File: config.mk
export PLATFORM = sky130hd
export DESIGN_NAME = regfile_arbiter
export DESIGN_NICKNAME = d
export VERILOG_FILES = /design/src/rtl/regfile_pkg.sv /design/src/rtl/regfile_grant_fsm.sv /design/src/rtl/regfile_arbiter.sv
export SDC_FILE = /design/constraint.sdc
export NUM_CORES = 1
export LEC_CHECK = 0
export CORE_MARGIN = 4
export CORE_UTILIZATION = 39
export CTS_CLUSTER_DIAMETER = 40
export DETAILED_ROUTE_END_ITERATION = 10
export HOLD_SLACK_MARGIN = 0.06
export MAX_ROUTING_LAYER = met4
export PLACE_DENSITY = 0.85
export SYNTH_ARGS = -nofsm -noshare
export SYNTH_HDL_FRONTEND = slang
export SYNTH_SLANG_ARGS = --single-unit
File: constraint.sdc
create_clock -name clk -period 2.06 [get_ports clk]
set_clock_uncertainty 0.2 [all_clocks]
set_input_delay 0.309 -clock clk [delete_from_list [all_inputs] [get_ports clk]]
set_output_delay 0.309 -clock clk [all_outputs]
set_load 0.02 [all_outputs]
File: src/rtl/regfile_pkg.sv
// Shared definitions for the two-port register-file arbiter.
package regfile_pkg;

  localparam int unsigned DefDataW   = 8;
  localparam int unsigned DefSelW    = 3;
  localparam int unsigned DefLockTmo = 15;

  // Register index constants.
  localparam logic [DefSelW-1:0] R0 = 3'd0;
  localparam logic [DefSelW-1:0] R1 = 3'd1;
  localparam logic [DefSelW-1:0] R2 = 3'd2;
  localparam logic [DefSelW-1:0] R3 = 3'd3;
  localparam logic [DefSelW-1:0] R4 = 3'd4;
  localparam logic [DefSelW-1:0] SP = 3'd5;
  localparam logic [DefSelW-1:0] MD = 3'd6;
  localparam logic [DefSelW-1:0] MA = 3'd7;

  typedef enum logic [1:0] {
    StIdle = 2'd0,
    StOwn0 = 2'd1,
    StOwn1 = 2'd2
  } state_e;

  // Ownership state for a requester index.
  function automatic state_e own_state(logic idx);
    return idx ? StOwn1 : StOwn0;
  endfunction

endpackage

File: src/rtl/regfile_grant_fsm.sv
// Round-robin grant and lock/timeout FSM for two requesters.
module regfile_grant_fsm
  import regfile_pkg::*;
#(
  parameter int unsigned LOCK_TMO = DefLockTmo
) (
  input  logic clk,
  input  logic clear,
  input  logic i_valid0,
  input  logic i_valid1,
  input  logic i_lock0,
  input  logic i_lock1,
  output logic o_ready0,
  output logic o_ready1,
  output logic o_lock_timeout
);

  localparam int unsigned CntW = (LOCK_TMO > 1) ? $clog2(LOCK_TMO + 1) : 1;
  localparam logic [CntW-1:0] TmoLast = CntW'(LOCK_TMO - 1);

  state_e          r_state;
  logic            r_last_gnt;
  logic [CntW-1:0] r_cnt;
  logic            r_tmo;
  logic            r_tmo_owner;

  logic w_gnt0;
  logic w_gnt1;
  logic w_xfer;
  logic w_idx;
  logic w_lock;

  // Zero-cycle grant from current state and valids; nothing granted during clear.
  always_comb begin
    w_gnt0 = 1'b0;
    w_gnt1 = 1'b0;
    if (!clear) begin
      case (r_state)
        StIdle: begin
          if (i_valid0 && i_valid1) begin
            // Right after a forced release the previous owner yields.
            if (r_tmo) begin
              w_gnt0 = r_tmo_owner;
              w_gnt1 = ~r_tmo_owner;
            end else begin
              w_gnt0 = r_last_gnt;
              w_gnt1 = ~r_last_gnt;
            end
          end else begin
            w_gnt0 = i_valid0;
            w_gnt1 = i_valid1;
          end
        end
        StOwn0:  w_gnt0 = i_valid0;
        StOwn1:  w_gnt1 = i_valid1;
        default: ;
      endcase
    end
  end

  assign w_xfer = w_gnt0 | w_gnt1;
  assign w_idx  = w_gnt1;
  assign w_lock = w_gnt1 ? i_lock1 : i_lock0;

  // State, round-robin pointer, idle-owner counter and registered timeout pulse.
  always_ff @(posedge clk) begin
    if (clear) begin
      r_state     <= StIdle;
      r_last_gnt  <= 1'b1;
      r_cnt       <= '0;
      r_tmo       <= 1'b0;
      r_tmo_owner <= 1'b0;
    end else begin
      r_tmo <= 1'b0;
      if (w_xfer) begin
        r_last_gnt <= w_idx;
        r_cnt      <= '0;
        r_state    <= w_lock ? own_state(w_idx) : StIdle;
      end else if (r_state != StIdle) begin
        if (r_cnt == TmoLast) begin
          r_state     <= StIdle;
          r_cnt       <= '0;
          r_tmo       <= 1'b1;
          r_tmo_owner <= (r_state == StOwn1);
        end else begin
          r_cnt <= r_cnt + 1'b1;
        end
      end
    end
  end

  assign o_ready0       = w_gnt0;
  assign o_ready1       = w_gnt1;
  assign o_lock_timeout = r_tmo;

endmodule

File: src/rtl/regfile_arbiter.sv
// Two-requester register-file arbiter: grant FSM plus read/write datapath.
module regfile_arbiter
  import regfile_pkg::*;
#(
  parameter int unsigned DATA_W   = DefDataW,
  parameter int unsigned SEL_W    = DefSelW,
  parameter int unsigned LOCK_TMO = DefLockTmo
) (
  input  logic              clk,
  input  logic              clear,
  input  logic              req0_valid,
  input  logic              req0_write,
  input  logic [SEL_W-1:0]  req0_sel,
  input  logic [DATA_W-1:0] req0_wdata,
  input  logic              req0_lock,
  output logic              req0_ready,
  output logic              req0_rvalid,
  output logic [DATA_W-1:0] req0_rdata,
  input  logic              req1_valid,
  input  logic              req1_write,
  input  logic [SEL_W-1:0]  req1_sel,
  input  logic [DATA_W-1:0] req1_wdata,
  input  logic              req1_lock,
  output logic              req1_ready,
  output logic              req1_rvalid,
  output logic [DATA_W-1:0] req1_rdata,
  output logic [DATA_W-1:0] rf_dataIn,
  output logic [SEL_W-1:0]  rf_writeSelect,
  output logic              rf_writeEnable,
  output logic [SEL_W-1:0]  rf_readSelect,
  input  logic [DATA_W-1:0] rf_dataOut,
  output logic              lock_timeout
);

  logic              w_xfer0;
  logic              w_xfer1;
  logic              w_rd0;
  logic              w_rd1;
  logic              w_wr_acc;
  logic              w_rd_acc;
  logic [SEL_W-1:0]  w_sel;
  logic [DATA_W-1:0] w_wdata;

  logic              r_rvalid0;
  logic              r_rvalid1;
  logic [DATA_W-1:0] r_rdata0;
  logic [DATA_W-1:0] r_rdata1;
  logic [SEL_W-1:0]  r_read_sel;

  regfile_grant_fsm #(
    .LOCK_TMO(LOCK_TMO)
  ) u_grant_fsm (
    .clk           (clk),
    .clear         (clear),
    .i_valid0      (req0_valid),
    .i_valid1      (req1_valid),
    .i_lock0       (req0_lock),
    .i_lock1       (req1_lock),
    .o_ready0      (req0_ready),
    .o_ready1      (req1_ready),
    .o_lock_timeout(lock_timeout)
  );

  assign w_xfer0  = req0_valid & req0_ready;
  assign w_xfer1  = req1_valid & req1_ready;
  assign w_rd0    = w_xfer0 & ~req0_write;
  assign w_rd1    = w_xfer1 & ~req1_write;
  assign w_wr_acc = (w_xfer0 & req0_write) | (w_xfer1 & req1_write);
  assign w_rd_acc = w_rd0 | w_rd1;

  // Grants are exclusive, so the granted requester steers the shared mux.
  assign w_sel   = w_xfer1 ? req1_sel : req0_sel;
  assign w_wdata = w_xfer1 ? req1_wdata : req0_wdata;

  assign rf_writeEnable = w_wr_acc & ~clear;
  assign rf_writeSelect = w_sel;
  assign rf_dataIn      = w_wdata;
  // Read select follows an accepted read now, otherwise holds its last value.
  assign rf_readSelect  = w_rd_acc ? w_sel : r_read_sel;

  // Capture read data one cycle after acceptance; clear discards in-flight reads.
  always_ff @(posedge clk) begin
    if (clear) begin
      r_rvalid0  <= 1'b0;
      r_rvalid1  <= 1'b0;
      r_rdata0   <= '0;
      r_rdata1   <= '0;
      r_read_sel <= '0;
    end else begin
      r_rvalid0 <= w_rd0;
      r_rvalid1 <= w_rd1;
      if (w_rd0) begin
        r_rdata0 <= rf_dataOut;
      end
      if (w_rd1) begin
        r_rdata1 <= rf_dataOut;
      end
      if (w_rd_acc) begin
        r_read_sel <= w_sel;
      end
    end
  end

  // A read accepted just before clear never reports valid.
  assign req0_rvalid = r_rvalid0 & ~clear;
  assign req1_rvalid = r_rvalid1 & ~clear;
  assign req0_rdata  = r_rdata0;
  assign req1_rdata  = r_rdata1;

endmodule

==> impl_metrics.py <==
metrics = {
    "outcome": {
        "outcome": "finished, violations left",
        "violations": "setup timing",
    },
    "final_layout": {
        "fillers": 212,
        "final_util_pct": 77.9,
        "finalNonFillerCells": 321,
        "drive_gt1_share_pct": 37.5,
        "stdcell_area_sq_mm": 0.00266,
        "n_antenna_cell": 0,
        "syn_to_final_growth_pct": 89.1,
        "nNetsFinal": 312,
    },
    "clock_tree": {
        "cts.sinks": 30,
        "cts_max_level": 2,
        "cts_root_buf": "clkbuf_4",
        "clk_latency_ps": 340,
        "max-clock-path-buffers": 2,
        "cts_tree": "yes",
        "numCtsBuffers": 5,
        "cts.reportedPaths.clkPinSlew_ps": 100,
    },
    "power": {
        "power.leakage_nw": 1.08,
        "power.density_mw_per_mm2": 540,
        "total_power_mw": 1.44,
        "vdd_ir_drop_max_mv": 0.460,
    },
    "sta": {
        "max_freq_mhz": 415,
        "holdWs_ps": 258,
        "rsz0062_at_grt": "true",
        "slew_headroom_pct": 75.2,
        "hold_viol": 0,
        "fin_ws_ps": -352,
        "finalSetupViolations": 15,
        "tns_ps": -2260,
        "finalMaxSlewViolations": 0,
        "tightest_slew_ps": 370,
        "period_share_pct": 117,
        "finalWorstPathRequiredPeriod_ps": 2410,
    },
    "placement": {
        "dp_hpwl_um": 2950,
        "place_ws_ps": -761,
        "post_dp_cell_area_sq_mm": 0.00237,
        "place_inst": 304,
        "portBuffers": 73,
        "place.gp.congestion": 0.816,
    },
    "global_route": {
        "grt_start_max_net_pins": 27,
        "antenna_found_initial": 0,
        "track_usage_pct": 19.8,
        "grt_overflow": 0,
        "grt_pass1_vias": 1559,
        "grt_pass1_wl_um": 6760,
    },
    "logic_synthesis": {
        "ys_seq_area_share_pct": 42.7,
        "synth.distinct_cells": 32,
        "synth_seq_cells": 30,
        "ys_warn_count": 0,
        "avgSynthCellArea_sq_um": 8.37,
        "synth_area_sq_mm": 0.00141,
        "synth_fp_nets": 206,
        "synth_cells": 168,
    },
    "worst_hold_path": {
        "whs_endpoint": "req1_rdata[3]$_SDFFE_PP0P_",
        "hold_start": "req1_rdata[3]$_SDFFE_PP0P_",
        "min_path_cells": 2,
        "worst_hold_path_type": "reg2reg",
    },
    "floorplanning": {
        "chipWidth_um": 68.1,
        "initial_utilization_pct": 41.2,
        "core-area_sq_mm": 0.00342,
        "rows": 21,
        "io_pins": 74,
        "fp.dieH_um": 68.1,
        "die-area_sq_mm": 0.00463,
    },
    "worst_setup_path": {
        "r2r_start": "u_grant_fsm.o_lock_timeout$_SDFF_PP0_",
        "crit_fanout": 4,
        "startpoint_type": "register",
        "path_buf_inv": 3,
        "cp_cell_sequence": "mux2i_4 -> buf_6 -> a2111oi_4 -> buf_4 -> nor3_2 -> a21oi_2 -> buf_6",
        "reg2reg_setup_slack_ps": 10,
        "crit_path_top_delay_cell": "a2111oi_4",
        "endpoint_kind": "primary output",
        "r2r_end": "u_grant_fsm.r_tmo_owner$_SDFFE_PP0P_",
        "worstSetupPathType": "reg2out",
        "reg2reg_depth": 9,
        "critPathMaxStageDelay_ps": 370,
        "crit_arrival_ps": 1900,
        "crit_required_ps": 1550,
        "path_common_cell": "buf_6",
        "critPathTopFamily": "compound AO/OA/AOI/OAI gates",
    },
    "drt": {
        "dr.pass1.iters": 4,
        "drtIter0Drc": 30,
        "wire_per_inst_um": 13.5,
        "ant_nets": 0,
        "route.final.wire_length_um": 4320,
        "vias": 1557,
        "route.detailed.drc": 0,
        "detail_route.vias_per_cell": 4.85,
    },
    "run": {
        "max-cap-violations": 0,
    },
}
-- metal layers --
metal	vias up	track usage, %	share of wire (%)
met5	-	-	0
met4	0	6.70	1.3
met3	8	6.73	7.7
met2	61	33.6	49
met1	713	21.6	42
li1	775	-	-
-- flip-flops by register name (all words and copies together), names as in the netlist --
signal                      flops
req0_rdata                      8
r_rvalid0                       1
u_grant_fsm.r_last_gnt          1
u_grant_fsm.r_tmo_owner         1
r_rvalid1                       1
u_grant_fsm.o_lock_timeout      1
req1_rdata                      8
u_grant_fsm.r_cnt               4
u_grant_fsm.r_state             2
r_read_sel                      3
-- worst reg2reg max path, delay by kind of cell, from the launching register on --
kind	cells	cell delay, ps
buffers and inverters	5	650
multiplexers	2	510
flip-flops	1	370
AND/OR/NAND/NOR	1	180
AO/OA/AOI/OAI	1	60
-- cells in the final DEF, fill, tap and decap left out, types with 5 or more instances in the layout --
cell type        instances
a21oi_1                 13
buf_4                   25
buf_6                   23
clkbuf_4                 5
clkdlybuf4s50_1         51
dfxtp_1                 28
dlygate4sd2_1            5
mux2i_1                  9
nand2_1                 30
nand2_2                 13
nor2_1                  15
-- cell families after synthesis --
family	after synthesis	share of synthesized area [%]
mux	13	9.79
buf+inv	15	5.34
flops	30	42.7
compound gates	30	16.1
simple gates	80	26.1
-- where the power goes --
part	leakage (nW)	switching (mW)	internal [mW]	total, mW
sequential	0.245	0.0124	0.600	0.612
clock	0.0343	0.211	0.164	0.375
combinational	0.798	0.204	0.246	0.450
-- area by class of cell --
class | instances | area (sq um) | area share (%)
Clock buffer | 6 | 51.3 | 1.93
Clock inverter | 2 | 12.5 | 0.470
Inverter | 7 | 28.8 | 1.08
Multi-Input combinational cell | 123 | 881 | 33.1
Sequential cell | 30 | 603 | 22.7
Tap cell | 46 | 57.6 | 2.16
Timing Repair Buffer | 107 | 1030 | 38.6
-- what timing repair did --
item                                    CTS  global route
setup buffers                             6             4
hold buffers                              0             0
pin swaps                                 8            13
endpoints found under the setup margin   19            16
resized for setup                       119            29
endpoints found under the hold margin     0             0
-- cells in the mapped netlist --
cell,instances,area (sq um)
nor2_1,15,56.3
inv_1,6,22.5
nand4b_1,1,8.76
a2111oi_4,1,27.5
nor2b_1,3,18.8
or3_1,2,12.5
a21oi_1,16,80.1
nand2b_4,1,13.8
nor4b_2,1,15.0
inv_2,1,3.75
a311oi_1,1,8.76
or2_1,1,6.26
mux2i_1,11,110
nand2_1,45,169
clkbuf_1,3,11.3
nor3b_1,1,7.51
dfxtp_1,30,601
o21ai_1,1,5.00
nor2b_2,1,8.76
o21ai_2,1,8.76
or3b_2,1,8.76
buf_6,2,22.5
nand2b_1,1,6.26
a211oi_2,4,50.1
o21ai_4,1,16.3
a22o_1,1,8.76
a31oi_1,1,6.26
mux2i_2,2,27.5
o21ai_0,3,15.0
nand3_1,1,5.00
nor3_1,6,30.0
buf_2,3,15.0
-- worst max path at each step --
stage,startpoint,to,slack [ps],depth (start not counted)
detailed placement,clear,rf_readSelect[0],-760,7
finish,u_grant_fsm.o_lock_timeout$_SDFF_PP0_,rf_readSelect[2],-350,7
global route,u_grant_fsm.o_lock_timeout$_SDFF_PP0_,rf_readSelect[1],-450,7
floorplan,u_grant_fsm.o_lock_timeout$_SDFF_PP0_,rf_readSelect[1],40,5
global placement,clear,rf_readSelect[0],-720,7
CTS,u_grant_fsm.o_lock_timeout$_SDFF_PP0_,rf_readSelect[2],-330,7
Power figures use the tool's default switching activity.
